File: src/rtl/imem_loader.sv
// Streaming instruction-memory loader: count header plus 3 bytes per word, then releases the CPU.
// Optional trailing XOR checksum byte is enabled by defining IMEM_LOADER_CSUM_EN.
module imem_loader #(
  parameter int ADDR_W    = 14,
  parameter int WORD_W    = 19,
  parameter int MAX_WORDS = 16384
) (
  input  logic              clk,
  input  logic              rst,
  input  logic              start,
  input  logic              byte_valid,
  input  logic [7:0]        byte_data,
  output logic              byte_ready,
  output logic              we_IM,
  output logic [WORD_W-1:0] codein,
  output logic [ADDR_W-1:0] immd,
  output logic              cpu_en,
  output logic              busy,
  output logic              done,
  output logic              err
);

  // Bits of the word carried by the first payload byte.
  localparam int HI_W = WORD_W - 16;

  typedef enum logic [3:0] {
    S_IDLE,
    S_HDR_HI,
    S_HDR_LO,
    S_B0,
    S_B1,
    S_B2,
    S_WRITE,
`ifdef IMEM_LOADER_CSUM_EN
    S_CSUM,
`endif
    S_DONE,
    S_ERR
  } state_t;

`ifdef IMEM_LOADER_CSUM_EN
  localparam state_t S_END = S_CSUM;
`else
  localparam state_t S_END = S_DONE;
`endif

  state_t            st, nxt;
  logic [7:0]        hdr_hi;
  logic [15:0]       remain;
  logic [ADDR_W-1:0] addr;
  logic [HI_W-1:0]   w_hi;
  logic [7:0]        w_mid;
  logic              fire;
  logic [15:0]       hdr_cnt;
  logic              nxt_rdy;
`ifdef IMEM_LOADER_CSUM_EN
  logic [7:0]        csum;
`endif

  assign fire    = byte_valid & byte_ready;
  assign hdr_cnt = {hdr_hi, byte_data};

  always_comb begin
    nxt = st;
    unique case (st)
      S_IDLE:   if (start) nxt = S_HDR_HI;
      S_HDR_HI: if (fire) nxt = S_HDR_LO;
      S_HDR_LO: if (fire) begin
        if ({1'b0, hdr_cnt} > 17'(MAX_WORDS)) nxt = S_ERR;
        else if (hdr_cnt == 16'd0)            nxt = S_END;
        else                                  nxt = S_B0;
      end
      S_B0:     if (fire) nxt = (|byte_data[7:HI_W]) ? S_ERR : S_B1;
      S_B1:     if (fire) nxt = S_B2;
      S_B2:     if (fire) nxt = S_WRITE;
      S_WRITE:  nxt = (remain == 16'd1) ? S_END : S_B0;
`ifdef IMEM_LOADER_CSUM_EN
      S_CSUM:   if (fire) nxt = (byte_data == csum) ? S_DONE : S_ERR;
`endif
      S_DONE:   nxt = S_IDLE;
      S_ERR:    nxt = S_IDLE;
      default:  nxt = S_IDLE;
    endcase
  end

  // Outputs are registered from the next state so they line up with the state they describe.
  always_comb begin
    nxt_rdy = 1'b0;
    unique case (nxt)
      S_HDR_HI, S_HDR_LO, S_B0, S_B1, S_B2: nxt_rdy = 1'b1;
`ifdef IMEM_LOADER_CSUM_EN
      S_CSUM:                               nxt_rdy = 1'b1;
`endif
      default:                              nxt_rdy = 1'b0;
    endcase
  end

  always_ff @(posedge clk) begin
    if (rst) begin
      st         <= S_IDLE;
      byte_ready <= 1'b0;
      we_IM      <= 1'b0;
      codein     <= '0;
      immd       <= '0;
      cpu_en     <= 1'b0;
      busy       <= 1'b0;
      done       <= 1'b0;
      err        <= 1'b0;
      hdr_hi     <= '0;
      remain     <= '0;
      addr       <= '0;
      w_hi       <= '0;
      w_mid      <= '0;
`ifdef IMEM_LOADER_CSUM_EN
      csum       <= '0;
`endif
    end else begin
      st         <= nxt;
      byte_ready <= nxt_rdy;
      busy       <= (nxt != S_IDLE);
      we_IM      <= (nxt == S_WRITE);
      unique case (st)
        S_IDLE: if (start) begin
          done   <= 1'b0;
          err    <= 1'b0;
          cpu_en <= 1'b0;
          addr   <= '0;
`ifdef IMEM_LOADER_CSUM_EN
          csum   <= '0;
`endif
        end
        S_HDR_HI: if (fire) hdr_hi <= byte_data;
        S_HDR_LO: if (fire) remain <= hdr_cnt;
        S_B0:     if (fire) w_hi   <= byte_data[HI_W-1:0];
        S_B1:     if (fire) w_mid  <= byte_data;
        S_B2: if (fire) begin
          codein <= {w_hi, w_mid, byte_data};
          immd   <= addr;
        end
        S_WRITE: begin
          addr   <= addr + 1'b1;
          remain <= remain - 16'd1;
        end
        default: ;
      endcase
`ifdef IMEM_LOADER_CSUM_EN
      if (fire && st != S_CSUM) csum <= csum ^ byte_data;
`endif
      if (nxt == S_DONE) begin
        done   <= 1'b1;
        cpu_en <= 1'b1;
      end
      if (nxt == S_ERR) begin
        err    <= 1'b1;
        cpu_en <= 1'b0;
      end
    end
  end

endmodule

File: config.mk
export PLATFORM = sky130hd
export DESIGN_NAME = imem_loader
export DESIGN_NICKNAME = d
export VERILOG_FILES = /design/src/rtl/imem_loader.sv
export SDC_FILE = /design/constraint.sdc
export NUM_CORES = 1
export LEC_CHECK = 0
export CORE_AREA = 2 2 106 108
export DETAILED_ROUTE_END_ITERATION = 16
export DIE_AREA = 0 0 108 110
export DONT_BUFFER_PORTS = 1
export GPL_ROUTABILITY_DRIVEN = 1
export SKIP_LAST_GASP = 1
export SYNTH_ARGS = -nofsm -noshare
export SYNTH_HDL_FRONTEND = slang
export SYNTH_SLANG_ARGS = --single-unit
export TNS_END_PERCENT = 100
File: constraint.sdc
create_clock -name clk -period 2.4 [get_ports clk]
set_clock_uncertainty 0.15 [all_clocks]
set_input_delay 0.12 -clock clk [delete_from_list [all_inputs] [get_ports clk]]
set_output_delay 0.12 -clock clk [all_outputs]
set_load 0.02 [all_outputs]
# Word level (Yosys, flattened, before mapping)
# Cells that the tools add are included.
[word_totals]
mem_bits_ro = 0
ram_bits = 0
inputBits = 12
output_inout_bits = 39
latch_bits = 0
mem_count = 0
reg_bits = 92
elab_cells = 75
[op_classes]
mux = 20
n_lt_le_gt_ge = 1
reduce_logical = 20
bitwise_logic = 1
mul = 0
eq_ne = 17
div_mod_pow = 0
n_shift = 0
n_addsub = 2
[ops]
columns = ["cell", "count"]
rows = [
  ["two-way mux 4 bit", 8],
  ["case mux 16 bit (2 select lines)", 1],
  ["== test 4 x 3 -> 1 bit (second input constant)", 7],
  ["case mux 14 bit (2 select lines)", 1],
  ["case mux 4 bit (7 select lines)", 1],
  ["== test 16 x 1 -> 1 bit (second input constant)", 1],
  ["== test 4 x 2 -> 1 bit (second input constant)", 4],
  ["greater-than comparator 16 x 15 -> 1 bit (second input constant)", 1],
  ["logical NOT 16 bit", 1],
  ["two-way mux 16 bit", 1],
  ["AND reduction 2 bit", 8],
  ["subtractor 16 x 1 -> 16 bit (second input constant)", 1],
  ["adder 14 x 1 -> 14 bit (second input constant)", 1],
  ["two-way mux 14 bit", 1],
  ["nonzero test 2 bit", 6],
  ["OR reduction 5 bit", 2],
  ["== test 4 x 1 -> 1 bit (second input constant)", 2],
  ["two-way mux 3 bit", 2],
  ["two-way mux 1 bit", 5],
  ["== test 4 bit (second input constant)", 1],
  ["logical NOT 4 bit", 1],
  ["inequality test 2 bit (second input constant)", 2],
  ["nonzero test 4 bit", 1],
  ["OR reduction 2 bit", 1],
  ["bitwise AND 1 bit", 1],
]

# Longest topological paths before layout
[depth]
word_depth = 8
ltp_mapped = 9
mapped_depth_nobuf = 7

# Worst setup path after synthesis
# Ideal clock, no wire load.
[synth_path]
kind = "reg2reg"
from = "register remain[9]"
to = "register byte_ready"
required_ns = 2.117
n_path_buf = 1
path_slack_ns = 0.288
setup_time_ns = 0.133
t_arrival_ns = 1.829
synth_period_minus_slack_ns = 2.112
path_stages_with_launch = 7
cell_sequence = "dfxtp_1 > or4_1 > buf_2 > or3_4 > o22a_4 > a211oi_1 > a211oi_2"
[synth_via]
elab_chain_cells = 6
word_cells_on_any_way = 10
cone_classes = "eq/ne (6); mux (3); reduce/logical (1)"
[synth_rtl]
columns = ["item", "line_no", "text"]
rows = [
  ["start: declaration", "49", "logic [15:0] remain;"],
  ["start signal: assignment", "133", "S_HDR_LO: if (fire) remain <= hdr_cnt;"],
  ["start signal: assignment", "142", "remain <= remain - 16'd1;"],
  ["== test 16 x 1 -> 1 bit *", "76", "S_WRITE: nxt = (remain == 16'd1) ? S_END : S_B0;"],
  ["two-way mux 3 bit *", "76", ""],
  ["case mux 4 bit (7 select lines) *", "65", "unique case (st)"],
  ["== test 4 x 1 -> 1 bit, or another cell as far along", "89", "unique case (nxt)"],
  ["OR reduction 5 bit *", "89", ""],
  ["two-way mux 1 bit *", "89", ""],
  ["end signal: assignment", "119", "byte_ready <= nxt_rdy;"],
  ["end: declaration", "13", "output logic byte_ready,"],
]
# Mark *: on every way between the ends. The rest lies on a longest branch, timed or not.
# A chain may end at the register's enable or synchronous reset.

# Final worst setup path
[layout_path]
from = "register st[1]"
to = "register byte_ready"
[layout_via]
elab_chain_cells = 5
word_cells_on_any_way = 21
cone_classes = "eq/ne (11); mux (8); reduce/logical (2)"
[layout_rtl]
columns = ["item", "line_no", "text"]
rows = [
  ["start: declaration", "47", "state_t st, nxt;"],
  ["start signal: assignment", "118", "st <= nxt;"],
  ["== test 4 x 3 -> 1 bit, or another cell as far along", "65", ""],
  ["case mux 4 bit (7 select lines) *", "65", ""],
  ["== test 4 x 1 -> 1 bit, or another cell as far along", "89", ""],
  ["OR reduction 5 bit *", "89", ""],
  ["two-way mux 1 bit *", "89", ""],
]
# Marks and branches as above.

==> results.json <==
{
  "min_from": "start",
  "grt_pass1_wl_mm": 16.79,
  "period_minus_slack_ns": 2.308,
  "drive_gt1_share_pct": 9.284,
  "layout.cells.most_common_list": "107 x nand2_1, 92 x dfxtp_1, 58 x nor2_1, 55 x a21oi_1, 21 x o21ai_0",
  "dp_hpwl_mm": 6.692,
  "ys_ff_latch": 92,
  "status": "finished, final reports clean",
  "finalCritPeriodShare_pct": 96.16,
  "post_drt_wl_per_cell_um": 15.73,
  "drt-initial-drc-count": 240,
  "die_x_um": 108,
  "reg2reg_depth": 5,
  "async_flop_share_pct": 0,
  "rsz0062_at_grt": "false",
  "yosys_warnings": 0,
  "path_class": "flip-flop to flip-flop",
  "path_clk_slew_ns": 0.09,
  "cts_resized": 0,
  "antenna_found_initial": 0,
  "routed_wl_mm": 10.34,
  "ys_dominant_reg_cell": "dfxtp_1",
  "tightestPinTransition_ns": 0.5746,
  "ant_nets": 0,
  "place_ws_ns": 0.1716,
  "finalSetupViolCount": 0,
  "postSynthAreaPerCell_um2": 8.067,
  "clk_latency_ns": 0.36,
  "timing.rr.end": "byte_ready",
  "hold_depth": 4,
  "drv_cap": 0,
  "multi_input_area_mm2": 0.002105,
  "globalRoute.totalOverflow": 0,
  "io_buffer_count": 0,
  "num_antenna_cells": 0,
  "r2r_setup_slack_ns": 0.09,
  "ir_drop_mv": 0.3672,
  "worstSetupStartpointType": "flip-flop",
  "htreeDepth": 3,
  "seqCellArea_mm2": 0.001842,
  "synth-edff-count": 0,
  "rows": 38,
  "cp.required_ns": 2.49,
  "clock-sinks": 92,
  "synth_area_mm2": 0.004090,
  "grtUsageTotal_pct": 17.90,
  "nNetsFinal": 528,
  "clock.fmax_mhz": 433.3,
  "slew_viol_final": 0,
  "cts_tree": "done",
  "num_io_pins": 51,
  "via_per_inst": 5.444,
  "r2r-start": "st[1]",
  "fp.coreArea_mm2": 0.01070,
  "ys_seq_area_share_pct": 45.03,
  "cts_buffer_depth": 2,
  "worst-endpoint-arrival_ns": 2.39,
  "hold_viol_final": 0,
  "relSlewSlack_pct": 61.70,
  "synth_cell_types": 58,
  "hp-class": "input port to flip-flop",
  "worst_setup_path_end_kind": "flip-flop",
  "hold_slack_ns": 0.01785,
  "syn_nets": 522,
  "dieArea_mm2": 0.01188,
  "num-fill-cells": 1091,
  "clockRootBuffer": "clkbuf_8",
  "area_growth_pct": 12.21,
  "cellPowerDensity_mw_per_mm2": 603.3,
  "hold_path_end": "addr[4]",
  "cts_made_buffers": 9,
  "grt_max_degree": 93,
  "gp_congestion": 0.8570,
  "timing.setup.tns_ns": 0,
  "syn_inst": 507,
  "die_h_um": 110,
  "grt_pass1_vias": 3362,
  "p_leak_nw": 1.573,
  "layout_commonest_cell": "nand2_1",
  "drt-pass1-iter-count": 4,
  "start_util_pct": 38.23,
  "crit_fanout": 11,
  "post-cts-setup-buffer-count": 0,
  "drc": 0,
  "vias": 3577,
  "worst_slack_ns": 0.09227
}
## critical path, stage by stage (launching register included)
cell and delay, ns:
dfxtp_1 0.51, nor4b_1 0.37, or4b_1 0.49, o22a_4 0.26
a211oi_1 0.33, a211oi_2 0.08
## synth_stat cells (2+ instances only)
cell,count,area (um^2)
a21boi_0,2,15.01
nor3b_1,2,15.01
a211o_1,2,17.52
a211oi_1,5,37.54
ha_1,3,37.54
nand2_1,107,401.6
nand4_1,6,37.54
nor3_1,8,40.04
a31oi_1,4,25.02
nand3_1,13,65.06
clkbuf_1,28,105.1
a21oi_1,55,275.3
o21a_1,5,37.54
and3_1,2,12.51
o21ai_0,21,105.1
mux2i_1,19,190.2
a21o_1,4,30.03
mux2_2,6,67.56
dfxtp_1,92,1842
nor2_1,58,217.7
and2_1,3,18.77
a22oi_1,6,45.04
nor2b_1,3,18.77
nor4_1,6,37.54
buf_2,4,20.02
or4b_2,2,20.02
o21bai_1,2,15.01
buf_1,2,7.510
inv_1,3,11.26
o211ai_1,2,15.01
o31ai_1,5,37.54
## routing by layer
metal / GRT usage (%) / vias to the layer above / share of wire [%]
li1: - / 1780 / -
met1: 23.58 / 1683 / 45
met2: 28.12 / 100 / 47
met3: 4.938 / 14 / 6.1
met4: 6.685 / 0 / 1.8
met5: 0 / - / 0
## worst max-delay path by stage
stage,from,cells past startpoint,slack (ns),endpoint
after floorplan,remain[9],6,0.29,byte_ready
after global placement,st[1],5,0.27,byte_ready
after detailed placement,st[1],5,0.17,byte_ready
after CTS,st[1],5,0.1,byte_ready
after global routing,st[1],5,0.03,byte_ready
final,st[1],5,0.09,byte_ready
## cell type report
cell class	instances	area share (%)
Multi-Input combinational cell	378	45.86
Sequential cell	92	40.13
Timing Repair Buffer	29	5.780
Tap cell	140	3.817
Clock buffer	11	3.081
Clock inverter	4	1.091
Inverter	3	0.2454
## power by group
group / switching (mW) / internal [mW] / leakage [nW] / total (mW)
sequential: 0.0131 / 1.54 / 0.742 / 1.55
clock: 0.565 / 0.504 / 0.0914 / 1.07
combinational: 0.0926 / 0.0576 / 0.739 / 0.150
## sequential cells by signal, indices dropped and copies added (netlist names), 3 cells and up
| name | cells |
|---|---|
| codein | 19 |
| remain | 16 |
| addr | 14 |
| immd | 14 |
| hdr_hi | 8 |
| w_mid | 8 |
| st | 4 |
| w_hi | 3 |
## cell families (layout without fill, tap and decap cells)
family / after synthesis / in the layout / share of synthesized area, %
simple gates: 225 / 225 / 25.27
mux: 25 / 25 / 6.301
flops: 92 / 92 / 45.03
xor+xnor: 1 / 1 / 0.2142
buf+inv: 37 / 47 / 3.518
fa+ha+maj: 3 / 3 / 0.9178
compound gates: 124 / 124 / 18.75
## timing repair
item / in CTS / in global routing
hold buffers: 12 / 0
endpoints found under the setup margin: 0 / 0
endpoints found under the hold margin: 92 / 0
## through the flow
stage | utilization (%) | power (mW) | instance area (um^2) | std cells
finish | 42.90 | 2.769 | 4589 | 657
global route | 42.90 | 2.863 | 4589 | 657
CTS | 42.90 | 2.787 | 4589 | 657
detailed placement | 39.82 | 1.680 | 4260 | 630
global placement | 39.82 | 1.678 | 4260 | 630
floorplan | - | 1.672 | 4090 | 507
(Power assumes the default switching activity.)
